`src/rtl/sqr_seq_pkg.sv`:
```
// Pixel-math package shared by the sequential square-root and squarer units:
// default operand width, half-width helper, all-ones helper and FSM states.
package sqr_seq_pkg;

    localparam int BIT_WIDTH_DEF = 12;

    typedef enum logic {
        ST_IDLE = 1'b0,
        ST_RUN  = 1'b1
    } state_t;

    // Root width (and iteration count) for a given result width.
    function automatic int half_width(input int w);
        return w / 2;
    endfunction

    // All-ones pattern in the low w bits; callers cast it to their width.
    function automatic logic [63:0] all_ones(input int w);
        return {64{1'b1}} >> (64 - w);
    endfunction

endpackage

```
`src/rtl/sqr_seq_sat_add_unsigned.sv`:
```
// W-bit unsigned adder that clamps to all ones on carry-out and reports
// the carry, so callers can keep a sticky overflow flag.
module sat_add_unsigned #(
    parameter int W = 12
) (
    input  logic [W-1:0] a,
    input  logic [W-1:0] b,
    output logic [W-1:0] sum,
    output logic         carry
);

    logic [W:0] raw;

    function automatic logic [W-1:0] saturate(input logic [W:0] full);
        return full[W] ? {W{1'b1}} : full[W-1:0];
    endfunction

    // Full-width add, then clamp on carry-out.
    always_comb begin
        raw   = {1'b0, a} + {1'b0, b};
        carry = raw[W];
        sum   = saturate(raw);
    end

endmodule

```
`src/rtl/sqr_seq.sv`:
```
// Sequential squarer: x_out = x_in*x_in + r_in, one root bit per cycle,
// MSB first, saturating to all ones. finish is the idle level shared with
// the square-root unit so the two can be chained.
module sqr_seq
    import sqr_seq_pkg::*;
#(
    parameter int BIT_WIDTH = BIT_WIDTH_DEF
) (
    input  logic                 clk,
    input  logic                 reset,
    input  logic [BIT_WIDTH-1:0] x_in,
    input  logic [BIT_WIDTH-1:0] r_in,
    input  logic                 start,
    output logic [BIT_WIDTH-1:0] x_out,
    output logic                 finish,
    output logic                 done,
    output logic                 overflow
);

    localparam int H  = half_width(BIT_WIDTH);
    localparam int IW = ($clog2(H) < 1) ? 1 : $clog2(H);
    localparam logic [BIT_WIDTH-1:0] ONES = BIT_WIDTH'(all_ones(BIT_WIDTH));

    state_t               state, state_nxt;
    logic [BIT_WIDTH-1:0] acc, acc_nxt;
    logic [H-1:0]         root, root_nxt;
    logic [IW-1:0]        i, i_nxt;
    logic                 ovf, ovf_nxt;
    logic                 done_r, done_nxt;

    logic [BIT_WIDTH-1:0] addend;
    logic [BIT_WIDTH-1:0] sum_sat;
    logic                 carry;

    // Partial product for the current root bit: root << i when root[i] is set.
    // root < 2^H and i < H, so the shifted value always fits BIT_WIDTH bits.
    always_comb begin
        addend = '0;
        if (root[i]) begin
            addend = BIT_WIDTH'(root) << i;
        end
    end

    sat_add_unsigned #(
        .W(BIT_WIDTH)
    ) u_acc_add (
        .a     (acc),
        .b     (addend),
        .sum   (sum_sat),
        .carry (carry)
    );

    // State, accumulator, root latch, bit index, sticky overflow and done pulse.
    always_ff @(posedge clk or posedge reset) begin
        if (reset) begin
            state  <= ST_IDLE;
            acc    <= '0;
            root   <= '0;
            i      <= '0;
            ovf    <= 1'b0;
            done_r <= 1'b0;
        end else begin
            state  <= state_nxt;
            acc    <= acc_nxt;
            root   <= root_nxt;
            i      <= i_nxt;
            ovf    <= ovf_nxt;
            done_r <= done_nxt;
        end
    end

    // Next-state: accept start only while idle, then H accumulate steps.
    always_comb begin
        state_nxt = state;
        acc_nxt   = acc;
        root_nxt  = root;
        i_nxt     = i;
        ovf_nxt   = ovf;
        done_nxt  = 1'b0;
        case (state)
            ST_IDLE: begin
                if (start) begin
                    state_nxt = ST_RUN;
                    root_nxt  = x_in[H-1:0];
                    i_nxt     = IW'(H - 1);
                    // A nonzero upper half means x_in >= 2^H, so the square
                    // cannot fit: preset the saturated result.
                    if (x_in[BIT_WIDTH-1:H] != '0) begin
                        acc_nxt = ONES;
                        ovf_nxt = 1'b1;
                    end else begin
                        acc_nxt = r_in;
                        ovf_nxt = 1'b0;
                    end
                end
            end
            ST_RUN: begin
                if (ovf) begin
                    acc_nxt = ONES;
                end else begin
                    acc_nxt = sum_sat;
                    ovf_nxt = carry;
                end
                i_nxt = i - IW'(1);
                if (i == '0) begin
                    state_nxt = ST_IDLE;
                    done_nxt  = 1'b1;
                end
            end
            default: state_nxt = ST_IDLE;
        endcase
    end

    assign x_out    = acc;
    assign overflow = ovf;
    assign done     = done_r;
    assign finish   = (state == ST_IDLE);

endmodule
```
`config.mk`:
```
export PLATFORM = sky130hd
export DESIGN_NAME = sqr_seq
export DESIGN_NICKNAME = d
export VERILOG_FILES = /design/src/rtl/sqr_seq_pkg.sv /design/src/rtl/sqr_seq_sat_add_unsigned.sv /design/src/rtl/sqr_seq.sv
export SDC_FILE = /design/constraint.sdc
export NUM_CORES = 1
export LEC_CHECK = 0
export CELL_PAD_IN_SITES_DETAIL_PLACEMENT = 0
export CELL_PAD_IN_SITES_GLOBAL_PLACEMENT = 1
export CORE_MARGIN = 5
export CORE_UTILIZATION = 40
export CTS_BUF_LIST = sky130_fd_sc_hd__clkbuf_2 sky130_fd_sc_hd__clkbuf_4 sky130_fd_sc_hd__clkbuf_8
export CTS_CLUSTER_DIAMETER = 200
export DETAILED_ROUTE_END_ITERATION = 8
export PLACE_DENSITY = 0.88
export SLEW_MARGIN = 20
export SYNTH_ARGS = -nofsm -noshare
export SYNTH_HDL_FRONTEND = slang
export SYNTH_HIERARCHICAL = 1
export SYNTH_SLANG_ARGS = --single-unit
```
`constraint.sdc`:
```
create_clock -name clk -period 3.7 [get_ports clk]
set_input_delay 0.555 -clock clk [delete_from_list [all_inputs] [get_ports clk]]
set_output_delay 0.555 -clock clk [all_outputs]
set_load 0.03 [all_outputs]
```
==> qor.txt <==
WORST SETUP PATH
-------------------------------------------------------------------------------
Worst reg-to-reg path cell count .................................           13
Arrival time of data at the critical path endpoint ...............      3.62 ns
Critical Path Source .............................................         i[0]
Worst setup path endpoint ........................................     x_out[4]
Reg-to-reg critical path startpoint ..............................         i[0]
Worst Setup End Kind .............................................         flop
Capturing point of the worst reg2reg path ........................     x_out[4]
Register-to-register setup slack .................................      0.23 ns
Startpoint types .................................................         flop
Worst endpoint required time .....................................      3.85 ns
Crit Path Class .................................................. flop to flop
Max FO, Critical Path ............................................           10

FINAL LAYOUT
-------------------------------------------------------------------------------
Commonest non-fill, non-tap cell in the layout ................... sky130_fd_sc_hd__clkdlybuf4s50_1
NumNets Final ....................................................          319
Area growth, synth to finish .....................................       26.82%
Share of layout cells above drive strength 1 .....................       14.13%
Commonest non-fill, non-tap cells in the layout .................. sky130_fd_sc_hd__clkdlybuf4s50_1, sky130_fd_sc_hd__dfrtp_1, sky130_fd_sc_hd__nand2b_1, sky130_fd_sc_hd__o21ai_0, sky130_fd_sc_hd__ha_1
Cell area after layout ...........................................     2663 um2
Antenna diode count ..............................................            0

STA
-------------------------------------------------------------------------------
Final Hold Fails .................................................            0
Worst relative slew slack ........................................       38.48%
Clock skew after layout ..........................................   0.01104 ns
Setup repair after global routing missed its margin ..............           no
Slew at the pin with the worst max-slew slack ....................    0.9171 ns
Minimum setup slack in the final design ..........................    0.2279 ns
Total of endpoints with negative setup slack in the final report .            0
Max-slew violation count .........................................            0
Max Freq .........................................................    288.0 MHz
Final critical-path required period ..............................     3.472 ns
Setup TNS after final layout .....................................         0 ns
Final period util ................................................       93.84%

GLOBAL ROUTING
-------------------------------------------------------------------------------
Total GRT Usage ..................................................       17.43%
Via count of the first global-routing pass .......................         1907
Initial antenna violation count ..................................            0
Wire length of the first global-routing pass .....................      9177 um
Largest net degree at the start of global routing ................           33
GRT overflow .....................................................            0

PLACE
-------------------------------------------------------------------------------
Gp weighted congestion ...........................................       0.8654
I/O Buffers ......................................................           41
Dpl ws ...........................................................    0.1291 ns
Detail Placement HPWL ............................................      4090 um
Placed standard-cell area ........................................     2591 um2

HOLD PATH
-------------------------------------------------------------------------------
Launch point of the worst hold path ..............................        state
HP Class ......................................................... flop to flop

CLOCKING
-------------------------------------------------------------------------------
H-tree level count ...............................................            1
Total clock buffers created by CTS ...............................            3
Clk buf depth ....................................................            2
Cell at the root of the clock tree ............................... sky130_fd_sc_hd__clkbuf_8
TritonCTS clock tree .............................................        built
Clock-pin slew on the worst setup and hold paths .................      0.08 ns
Worst-Skew Late Latency ..........................................      0.28 ns
Number of sinks on the clock net .................................           24

SYNTHESIS
-------------------------------------------------------------------------------
Post-synthesis sequential element count ..........................           24
Synth Area per Inst ..............................................    8.821 um2
Predominant post-synthesis flop cell ............................. sky130_fd_sc_hd__dfrtp_1
Largest area contributor in the synthesized netlist .............. sky130_fd_sc_hd__dfrtp_1
Total standard cell area after synthesis .........................     2100 um2
Yosys top cell area share ........................................       28.61%
Leading cell types by total area after synthesis ................. sky130_fd_sc_hd__dfrtp_1, sky130_fd_sc_hd__ha_1, sky130_fd_sc_hd__o32ai_1, sky130_fd_sc_hd__mux2_1, sky130_fd_sc_hd__nand2b_1
Post-Synthesis Cells .............................................          238
Number of different library cells in the post-synthesis netlist ..           51
Number of warnings issued by yosys ...............................            6
Count of flip-flops with a built-in enable after synthesis .......            0
Share of synthesized registers carrying an async set or reset ....       100.0%
Proportion of synthesized chip area in sequential cells ..........       28.61%
Number of nets produced by synthesis .............................          280

DETAILED ROUTING
-------------------------------------------------------------------------------
Total routed wirelength ..........................................      5463 um
Routed WL per cell ...............................................     15.79 um
Antenna-violating nets left ......................................            0
Residual DRC .....................................................            0
Number of vias after detailed routing ............................         1959
Starting DRT DRC Count ...........................................          121
Via density per instance .........................................        5.662
Drt first pass iters .............................................            4

PWR
-------------------------------------------------------------------------------
Power density relative to cell area ..............................  1116 nW/um2
Peak VDD IR ......................................................     498.6 uV
Leakage power total ..............................................     1.067 nW

FLOORPLAN
-------------------------------------------------------------------------------
Overall die height ...............................................     82.45 um
Die ar. ..........................................................     6798 um2
Placeable core region ............................................     5107 um2
IO Pins ..........................................................           42
Horiz. Die Dim ...................................................     82.45 um
Number of standard-cell rows in the floorplan ....................           26
Effective utilization at floorplan ...............................       41.11%

RUN
-------------------------------------------------------------------------------
Number of violations of the max-capacitance limit ................            0

OUTCOME
-------------------------------------------------------------------------------
Outcome .......................................................... finished, final reports clean

logic make-up (layout without fill, tap and decap cells):
logic type                 after synthesis  in the layout  synth area share (%)
muxes                                   17             17                 9.476
other                                    1              1                0.1786
buffers and inverters                   24             62                 5.185
adders and majority gates               15             15                 9.297
AOI/OAI and AO/OA                       81             81                 25.98
xor gates and xnor gates                 9              9                 3.754
DFF                                     24             24                 28.61
and+or+nand+nor                         67             67                 17.52
area by class of cell:
class / instances / area, um2
clock buffer: 4 / 55.05
inverter: 8 / 30.03
timing repair buffer: 50 / 490.5
tap: 70 / 87.58
multi-input combinational: 190 / 1398
fill: 504 / 2445
sequential: 24 / 601.8
worst max-delay path, stage by stage, from the launching register on:
cell                        delay, ns
sky130_fd_sc_hd__dfrtp_1         0.51
sky130_fd_sc_hd__buf_4           0.22
sky130_fd_sc_hd__inv_1           0.17
sky130_fd_sc_hd__nand3_1         0.13
sky130_fd_sc_hd__a2111oi_1       0.43
sky130_fd_sc_hd__ha_1            0.36
sky130_fd_sc_hd__a21o_1          0.21
sky130_fd_sc_hd__a221oi_2        0.39
sky130_fd_sc_hd__o21ai_2         0.17
sky130_fd_sc_hd__a21boi_4        0.28
sky130_fd_sc_hd__buf_12          0.17
sky130_fd_sc_hd__nand2_2         0.04
sky130_fd_sc_hd__o21ai_0         0.18
sky130_fd_sc_hd__o21ai_1         0.09
cell usage after synthesis (3+ instances only):
library cell / count
sky130_fd_sc_hd__a21oi_1: 13
sky130_fd_sc_hd__mux2_2: 6
sky130_fd_sc_hd__nor2_1: 12
sky130_fd_sc_hd__nand2b_1: 14
sky130_fd_sc_hd__mux2_1: 9
sky130_fd_sc_hd__buf_2: 3
sky130_fd_sc_hd__o32ai_1: 12
sky130_fd_sc_hd__nand2_1: 9
sky130_fd_sc_hd__xnor2_1: 5
sky130_fd_sc_hd__ha_1: 14
sky130_fd_sc_hd__o21ai_1: 12
sky130_fd_sc_hd__a31oi_1: 4
sky130_fd_sc_hd__o21ai_0: 14
sky130_fd_sc_hd__inv_1: 6
sky130_fd_sc_hd__nand2_2: 9
sky130_fd_sc_hd__nand3_1: 3
sky130_fd_sc_hd__a21o_1: 5
sky130_fd_sc_hd__clkbuf_1: 11
sky130_fd_sc_hd__nor2b_1: 3
sky130_fd_sc_hd__xor2_1: 4
sky130_fd_sc_hd__and3_1: 7
sky130_fd_sc_hd__dfrtp_1: 24
sky130_fd_sc_hd__nor3_1: 4
sequential cells by signal, summed over array words and instances (netlist names):
name and flops:
x_out 12, root 6, i 3, done 1
overflow 1, state 1
through the flow:
step / hold slack (ns) / power, mW / utilization (%) / instances
2_1_floorplan: 0.5091 / 2.183 / - / 238
3_3_place_gp: 0.5395 / 2.728 / 50.73 / 341
3_5_place_dp: 0.5454 / 2.727 / 50.73 / 341
4_1_cts: 0.5625 / 2.934 / 51.81 / 345
5_1_grt: 0.5989 / 3.258 / 52.13 / 346
6_report: 0.5499 / 2.971 / 52.13 / 346
worst min path at each step:
stage	end	slack, ns	cells past startpoint
3_5_place_dp	i[1]	0.55	3
4_1_cts	i[1]	0.56	3
2_1_floorplan	root[3]	0.51	1
6_report	i[1]	0.55	3
3_3_place_gp	i[1]	0.54	3
5_1_grt	i[1]	0.60	3
routing by layer:
metal | GRT usage (%) | routed length (um) | vias to the layer above
met5 | 0 | 0 | -
met3 | 2.495 | 247 | 10
met2 | 26.84 | 2488 | 50
met4 | 7.309 | 133 | 0
li1 | - | - | 956
met1 | 24.25 | 2594 | 943
power breakdown:
group	leakage (nW)	internal [mW]	switching (mW)
combinational	0.786	1.03	1.20
clock	0.0288	0.0952	0.0908
sequential	0.251	0.386	0.169
total	1.07	1.51	1.46
what timing repair did:
action / 4_1_cts / 5_1_grt
setup endpoints to repair: 0 / 10
hold buffers: 0 / 0
buffers inserted: 0 / 1
resized for setup: 0 / 2
Note: power is estimated with default switching activity, not from simulation.
